--- src/rtl/prog_loader.sv ---
// prog_loader: streams little-endian host bytes into instruction memory, then enables the CPU.
// Define PROG_LOADER_VERIFY_EN to add a read-back checksum pass before the CPU is released.
module prog_loader #(
    parameter int IDX_W = 9
) (
    input  logic             clk,
    input  logic             arst_n,
    input  logic             start,
    input  logic [IDX_W:0]   num_words,
    input  logic             halt,
    input  logic             in_valid,
    input  logic [7:0]       in_byte,
    output logic             in_ready,
    output logic [63:0]      addr_ext,
    output logic             wen_ext,
    output logic             ren_ext,
    output logic [31:0]      wdata_ext,
    input  logic [31:0]      rdata_ext,
    output logic             cpu_enable,
    output logic             busy,
    output logic             done,
    output logic             error
);

    // state   | meaning
    // IDLE    | waiting for start; CPU held off
    // COLLECT | assembling four host bytes into one word
    // WRITE   | single-cycle write strobe for the assembled word
    // VRD     | read strobe for word_idx (verify build only)
    // VCHK    | fold read data into rsum (verify build only)
    // RUN     | program loaded, CPU enabled until halt
    typedef enum logic [2:0] {
        IDLE    = 3'd0,
        COLLECT = 3'd1,
        WRITE   = 3'd2,
        VRD     = 3'd3,
        VCHK    = 3'd4,
        RUN     = 3'd5
    } state_t;

    localparam logic [IDX_W:0] CAPACITY = {1'b1, {IDX_W{1'b0}}};

    state_t           state;
    logic [IDX_W-1:0] word_idx;
    logic [1:0]       byte_cnt;
    logic [23:0]      word_buf;
    logic [31:0]      sum;
    logic [IDX_W:0]   nw_reg;
    logic [IDX_W:0]   idx_next;
    logic             more_words;
    logic             nw_ok;

    assign idx_next   = {1'b0, word_idx} + {{IDX_W{1'b0}}, 1'b1};
    assign more_words = idx_next < nw_reg;
    assign nw_ok      = (num_words != '0) && (num_words <= CAPACITY);

`ifdef PROG_LOADER_VERIFY_EN
    logic [31:0] rsum;
    logic [31:0] rsum_next;

    assign rsum_next = rsum + rdata_ext;
`else
    logic unused_inputs;

    assign unused_inputs = ^{rdata_ext, sum};
`endif

    always_ff @(posedge clk or negedge arst_n) begin
        if (!arst_n) begin
            state      <= IDLE;
            word_idx   <= '0;
            byte_cnt   <= '0;
            word_buf   <= '0;
            sum        <= '0;
            nw_reg     <= '0;
            in_ready   <= 1'b0;
            addr_ext   <= '0;
            wen_ext    <= 1'b0;
            ren_ext    <= 1'b0;
            wdata_ext  <= '0;
            cpu_enable <= 1'b0;
            busy       <= 1'b0;
            done       <= 1'b0;
            error      <= 1'b0;
`ifdef PROG_LOADER_VERIFY_EN
            rsum       <= '0;
`endif
        end else begin
            // Strobes and buses default low; each state re-asserts what it owns.
            wen_ext   <= 1'b0;
            ren_ext   <= 1'b0;
            done      <= 1'b0;
            addr_ext  <= '0;
            wdata_ext <= '0;

            case (state)
                IDLE: begin
                    if (start) begin
                        if (nw_ok) begin
                            state    <= COLLECT;
                            word_idx <= '0;
                            byte_cnt <= '0;
                            sum      <= '0;
                            nw_reg   <= num_words;
                            error    <= 1'b0;
                            in_ready <= 1'b1;
                            busy     <= 1'b1;
                        end else begin
                            error <= 1'b1;
                        end
                    end
                end

                COLLECT: begin
                    if (in_valid) begin
                        byte_cnt <= byte_cnt + 2'd1;
                        case (byte_cnt)
                            2'd0: word_buf[7:0]   <= in_byte;
                            2'd1: word_buf[15:8]  <= in_byte;
                            2'd2: word_buf[23:16] <= in_byte;
                            default: begin
                                // Fourth byte goes straight onto the write bus.
                                state     <= WRITE;
                                in_ready  <= 1'b0;
                                wen_ext   <= 1'b1;
                                addr_ext  <= 64'({word_idx, 2'b00});
                                wdata_ext <= {in_byte, word_buf};
                            end
                        endcase
                    end
                end

                WRITE: begin
                    sum <= sum + wdata_ext;
                    if (more_words) begin
                        state    <= COLLECT;
                        word_idx <= idx_next[IDX_W-1:0];
                        in_ready <= 1'b1;
                    end else begin
`ifdef PROG_LOADER_VERIFY_EN
                        state    <= VRD;
                        word_idx <= '0;
                        rsum     <= '0;
                        ren_ext  <= 1'b1;
`else
                        state      <= RUN;
                        busy       <= 1'b0;
                        done       <= 1'b1;
                        cpu_enable <= 1'b1;
`endif
                    end
                end

`ifdef PROG_LOADER_VERIFY_EN
                VRD: begin
                    state <= VCHK;
                end

                VCHK: begin
                    if (more_words) begin
                        state    <= VRD;
                        word_idx <= idx_next[IDX_W-1:0];
                        rsum     <= rsum_next;
                        ren_ext  <= 1'b1;
                        addr_ext <= 64'({idx_next[IDX_W-1:0], 2'b00});
                    end else if (rsum_next == sum) begin
                        state      <= RUN;
                        busy       <= 1'b0;
                        done       <= 1'b1;
                        cpu_enable <= 1'b1;
                    end else begin
                        state <= IDLE;
                        busy  <= 1'b0;
                        error <= 1'b1;
                    end
                end
`endif

                RUN: begin
                    if (halt) begin
                        state      <= IDLE;
                        cpu_enable <= 1'b0;
                    end
                end

                default: begin
                    state      <= IDLE;
                    in_ready   <= 1'b0;
                    busy       <= 1'b0;
                    cpu_enable <= 1'b0;
                end
            endcase
        end
    end

endmodule

--- config.mk ---
export PLATFORM = sky130hd
export DESIGN_NAME = prog_loader
export DESIGN_NICKNAME = d
export VERILOG_FILES = /design/src/rtl/prog_loader.sv
export SDC_FILE = /design/constraint.sdc
export NUM_CORES = 1
export LEC_CHECK = 0
export BUFFER_PORTS_ARGS = -buffer_cell sky130_fd_sc_hd__buf_2
export CAP_MARGIN = 40
export CORE_ASPECT_RATIO = 0.5
export CORE_MARGIN = 2
export CORE_UTILIZATION = 50
export DETAILED_ROUTE_END_ITERATION = 6
export PLACE_DENSITY_LB_ADDON = 0.25
export RECOVER_POWER = 100
export SYNTH_ARGS = -nofsm -noshare
export SYNTH_HDL_FRONTEND = slang
export SYNTH_SLANG_ARGS = --single-unit
--- constraint.sdc ---
create_clock -name clk -period 3.2 [get_ports clk]
set_input_delay 0.96 -clock clk [delete_from_list [all_inputs] [get_ports clk]]
set_output_delay 0.96 -clock clk [all_outputs]
set_load 0.005 [all_outputs]
==> tab_implementation.tex <==
\begin{tabular}{lr}
\hline
Metric & Value \\
\hline
\multicolumn{2}{l}{\textbf{Job}} \\
Number of violations of the max-capacitance limit & 1 \\
\multicolumn{2}{l}{\textbf{Global routing}} \\
Vias in the first global route & 2503 \\
Overflow after GRT & 0 \\
Number of antenna violations at the first check in global routing & 0 \\
Most crowded layer after global routing & met2 \\
Largest net degree at the start of global routing & 48 \\
Met2 track demand over resource & 27.1\% \\
Total track usage & 17.6\% \\
Global routing usage on met3 & about 4.3\% \\
Global routing met1 resource utilization & about a quarter \\
First-pass GRT wire length & approximately 13000 um \\
\multicolumn{2}{l}{\textbf{Power}} \\
Sw Share & about 30\% \\
Share of total power in combinational logic & 24.9\% \\
Clock network power share & 28.7\% \\
Relative contribution of sequential cells to total power & 46.5\% \\
Switching power of the nets & 0.00109 W \\
Internal power & around 0.0024 W \\
Power density normalized to cell area & 706 nW/um2 \\
Peak ir drop on the vdd network & just over 0.3 mV \\
Standby leakage power & around 2.7 nW \\
\multicolumn{2}{l}{\textbf{Synth}} \\
Post-synthesis cell count & 385 \\
Number of enable flip-flop cells after synthesis & 0 \\
Cell area after technology mapping & approximately 4500 um2 \\
Most used flip-flop cell after synthesis & sky130\_fd\_sc\_hd\_\_dfrtp\_1 \\
Asr flop ratio synth & 100\% \\
Mean area per synthesized cell & 11.6 um2 \\
Count of yosys warnings during synthesis & 0 \\
Register bit count reported by yosys & 95 \\
Sequential-to-total area share from yosys stat & 53.1\% \\
Synth cell types & 50 \\
\multicolumn{2}{l}{\textbf{STA}} \\
Setup WS post-layout & 0.213 ns \\
Setup repair after global routing missed its margin & no \\
Final period demand of the worst path & roughly 3.0 ns \\
Slew at the pin with the worst max-slew slack & 2.08 ns \\
Final count of hold timing violations & 0 \\
F\_max & around 330 MHz \\
Slew Limit Fails & 36 \\
Setup Total Neg Slack & 0 ns \\
Number of setup violations in the final report & 0 \\
Part of the cycle the worst path needs & 93.3\% \\
Rel. slew slack & -38.8\% \\
Clock Skew & 0.00562 ns \\
\multicolumn{2}{l}{\textbf{Critical path}} \\
FF-to-FF setup slack & 0.21 ns \\
Arrival time at the worst endpoint & 3.27 ns \\
Highest cell delay on the worst timing path & $\sim$0.43 ns \\
Length in cells of the worst reg-to-reg path & 10 \\
Setup Crit Path Kind & register to register \\
Worst-path cell chain & ha\_1, nand3\_1, nor3\_1, xor2\_1, ha\_1, and4\_1, o311ai\_1, nand3\_1, nor2\_1, a32o\_1 \\
Startpoint type of the worst setup path & register \\
Capturing point of the worst reg2reg path & word\_idx[4] \\
Nature of the critical path endpoint & register \\
CP max FO & 7 \\
Reg-to-reg critical path startpoint & word\_idx[0] \\
Data required time at the worst endpoint & about 3.5 ns \\
Max stage delay cell, worst path & sky130\_fd\_sc\_hd\_\_dfrtp\_1 \\
\multicolumn{2}{l}{\textbf{Drt}} \\
Antenna Nets Post-Route & 0 \\
Starting DRC count in detailed routing & between 100 and 150 \\
Total vias in the final route & 2835 \\
Wire length after detailed routing & $\sim$8200 um \\
Average wire per cell in the routed design & 14.1 um \\
DR DRC count & 0 \\
Via-per-instance ratio & approximately 4.9 \\
First-pass detailed-route iteration total & 4 \\
\multicolumn{2}{l}{\textbf{Placed design}} \\
Port bufs & 69 \\
Post-placement setup slack & 0.233 ns \\
Cell area reported after detailed placement & $\sim$4800 um2 \\
Weighted congestion reported at the end of routability-driven placement & 0.829 \\
HPWL Detailed & roughly 5600 um \\
\multicolumn{2}{l}{\textbf{Floorplanning}} \\
Starting utilization of the core area & 51.4\% \\
Chip Width & 138 um \\
\# rows & 24 \\
Die H & 70.9 um \\
CORE AREA & $\sim$8700 um2 \\
Area of the die & 9770 um2 \\
Number of top-level design ports & 158 \\
\multicolumn{2}{l}{\textbf{CTS}} \\
Post-CTS Setup Bufs & 0 \\
Buffer type at the clock tree root & sky130\_fd\_sc\_hd\_\_clkbuf\_16 \\
Clock tree from TritonCTS & built \\
CTS Buffer Depth & 2 \\
\# resized after CTS & 0 \\
Num Clock Sinks & 95 \\
Clock insertion delay at the later pin of the skew report & 0.34 ns \\
CTS Buf Count & 9 \\
Number of H-tree levels & 3 \\
CTS Hold Bufs & 0 \\
CTS clock-pin slew for the worst setup and hold paths & approximately 0.070 ns \\
\multicolumn{2}{l}{\textbf{Cells and area}} \\
Synthesis-to-layout area growth & 11.6\% \\
Layout Nets & 526 \\
Proportion of layout cells with a drive suffix above 1 & 21.9\% \\
Flip-flop count of the largest register, all copies and words added & 32 \\
Diodes inserted & 0 \\
Cell area after layout & 4990 um2 \\
Fillers & 755 \\
\multicolumn{2}{l}{\textbf{Worst hold path}} \\
Source of the worst hold timing path & nw\_reg[5] \\
Worst hold path stage count & 1 \\
Path class of the lowest-slack min-delay path & register to register \\
Worst hold path endpoint & nw\_reg[5] \\
\multicolumn{2}{l}{\textbf{Outcome}} \\
Violations in the final reports & max-capacitance violations, max-slew violations \\
Status & complete, but fails checks \\
\hline
\end{tabular}
## power groups by stage
stage | clock [W] | sequential (W) | combinational [W]
floorplan | 0 | 0.00163 | 0.000691
global placement | 0 | 0.00165 | 0.000871
detailed placement | 0 | 0.00166 | 0.000901
CTS | 0.00104 | 0.00164 | 0.000905
global route | 0.00110 | 0.00168 | 0.000982
finish | 0.00101 | 0.00164 | 0.000876
## how the worst max path moves through the flow
stage	startpoint	end	slack (ns)	cells after the start
after CTS	word_idx[0]	word_idx[4]	0.21	10
after detailed placement	word_idx[0]	word_idx[4]	0.23	10
after global placement	word_idx[0]	word_idx[5]	0.26	11
after floorplan	word_idx[0]	word_idx[0]	0.62	10
after global routing	word_idx[0]	word_idx[3]	0.01	10
final	word_idx[0]	word_idx[4]	0.21	10
## through the flow
step | hold slack, ns | total power (W) | utilization [%] | std cells
2_1_floorplan | 0.458 | 0.00232 | - | 440
3_5_place_dp | 0.483 | 0.00257 | 54.8 | 563
5_1_grt | 0.512 | 0.00377 | 57.4 | 579
3_3_place_gp | 0.469 | 0.00252 | 54.8 | 563
4_1_cts | 0.498 | 0.00359 | 58.0 | 579
6_report | 0.494 | 0.00353 | 57.4 | 579
## synth_stat cells (2+ instances only)
| master | instances | share of area (%) |
|---|---|---|
| sky130_fd_sc_hd__a211oi_1 | 2 | 0.34 |
| sky130_fd_sc_hd__a211o_1 | 3 | 0.59 |
| sky130_fd_sc_hd__a32o_1 | 3 | 0.67 |
| sky130_fd_sc_hd__a21oi_1 | 9 | 1.0 |
| sky130_fd_sc_hd__mux2_2 | 31 | 7.8 |
| sky130_fd_sc_hd__xnor2_1 | 4 | 0.78 |
| sky130_fd_sc_hd__nand2b_1 | 3 | 0.42 |
| sky130_fd_sc_hd__inv_1 | 15 | 1.3 |
| sky130_fd_sc_hd__nor2b_1 | 2 | 0.28 |
| sky130_fd_sc_hd__a21o_1 | 3 | 0.50 |
| sky130_fd_sc_hd__nor2_1 | 11 | 0.92 |
| sky130_fd_sc_hd__o211ai_1 | 2 | 0.34 |
| sky130_fd_sc_hd__clkbuf_1 | 13 | 1.1 |
| sky130_fd_sc_hd__and3_1 | 48 | 6.7 |
| sky130_fd_sc_hd__nor3_1 | 3 | 0.34 |
| sky130_fd_sc_hd__ha_1 | 14 | 3.9 |
| sky130_fd_sc_hd__xor2_1 | 3 | 0.59 |
| sky130_fd_sc_hd__and4_1 | 2 | 0.39 |
| sky130_fd_sc_hd__dfrtp_1 | 95 | 53 |
| sky130_fd_sc_hd__o21ai_0 | 6 | 0.67 |
| sky130_fd_sc_hd__nand3_1 | 6 | 0.67 |
| sky130_fd_sc_hd__nand2_1 | 17 | 1.4 |
| sky130_fd_sc_hd__nor4_1 | 2 | 0.28 |
| sky130_fd_sc_hd__nand4_1 | 2 | 0.28 |
| sky130_fd_sc_hd__and2_1 | 4 | 0.56 |
| sky130_fd_sc_hd__mux2_1 | 2 | 0.50 |
| sky130_fd_sc_hd__buf_4 | 57 | 9.6 |
## critical path: cells and delay by family (launching register included)
family | cells | cell delay, ns
flip-flops | 1 | 0.43
AO/OA/AOI/OAI | 2 | 0.33
AND/OR/NAND/NOR | 5 | 1.36
adder cells (fa/ha/maj) | 2 | 0.53
XOR/XNOR | 1 | 0.28
## layer usage
| metal | part of all wire (%) | routed length [um] |
|---|---|---|
| met1 | 49 | 3990 |
| met2 | 44 | 3600 |
| met3 | 5.6 | 455 |
| met4 | 1.3 | 107 |
| met5 | 0 | 0 |
## cell families (layout without fill, tap and decap cells)
logic type	after synthesis	in the layout	share of synthesized area, %
AO/OA/AOI/OAI	41	41	7.02
XOR/XNOR	7	7	1.37
adder cells (fa/ha/maj)	14	14	3.91
buffers and inverters	87	109	12.3
flip-flops	95	95	53.1
multiplexers	34	34	8.52
other	1	56	0.0838
AND/OR/NAND/NOR	106	106	13.7
## cell usage in the layout, fill, tap and decap left out, types with 3 or more instances in the layout
cell                         count
sky130_fd_sc_hd__mux2_2         31
sky130_fd_sc_hd__buf_4           5
sky130_fd_sc_hd__and3_1         48
sky130_fd_sc_hd__xor2_1          3
sky130_fd_sc_hd__inv_1          15
sky130_fd_sc_hd__clkbuf_16       9
sky130_fd_sc_hd__buf_2          42
sky130_fd_sc_hd__a21oi_1         9
sky130_fd_sc_hd__o21ai_0         6
sky130_fd_sc_hd__nand2b_1        3
sky130_fd_sc_hd__nand2_1        17
sky130_fd_sc_hd__nor3_1          3
sky130_fd_sc_hd__nand3_1         6
sky130_fd_sc_hd__nor2_1         11
sky130_fd_sc_hd__ha_1           14
sky130_fd_sc_hd__clkbuf_1       29
sky130_fd_sc_hd__a211o_1         3
sky130_fd_sc_hd__a21o_1          3
sky130_fd_sc_hd__and2_1          3
sky130_fd_sc_hd__conb_1         56
sky130_fd_sc_hd__clkinvlp_4      3
sky130_fd_sc_hd__dfrtp_1        95
sky130_fd_sc_hd__xnor2_1         4
sky130_fd_sc_hd__a32o_1          3
## layout make-up
class	instances	area, um2	area share (%)
Timing Repair Buffer	78	382	7.64
Multi-Input combinational cell	258	1750	35.0
Clock buffer	10	229	4.58
Clock inverter	6	53.8	1.08
Sequential cell	95	2380	47.6
Inverter	15	56.3	1.13
Tap cell	117	146	2.93
Note: power is estimated with default switching activity, not from simulation.
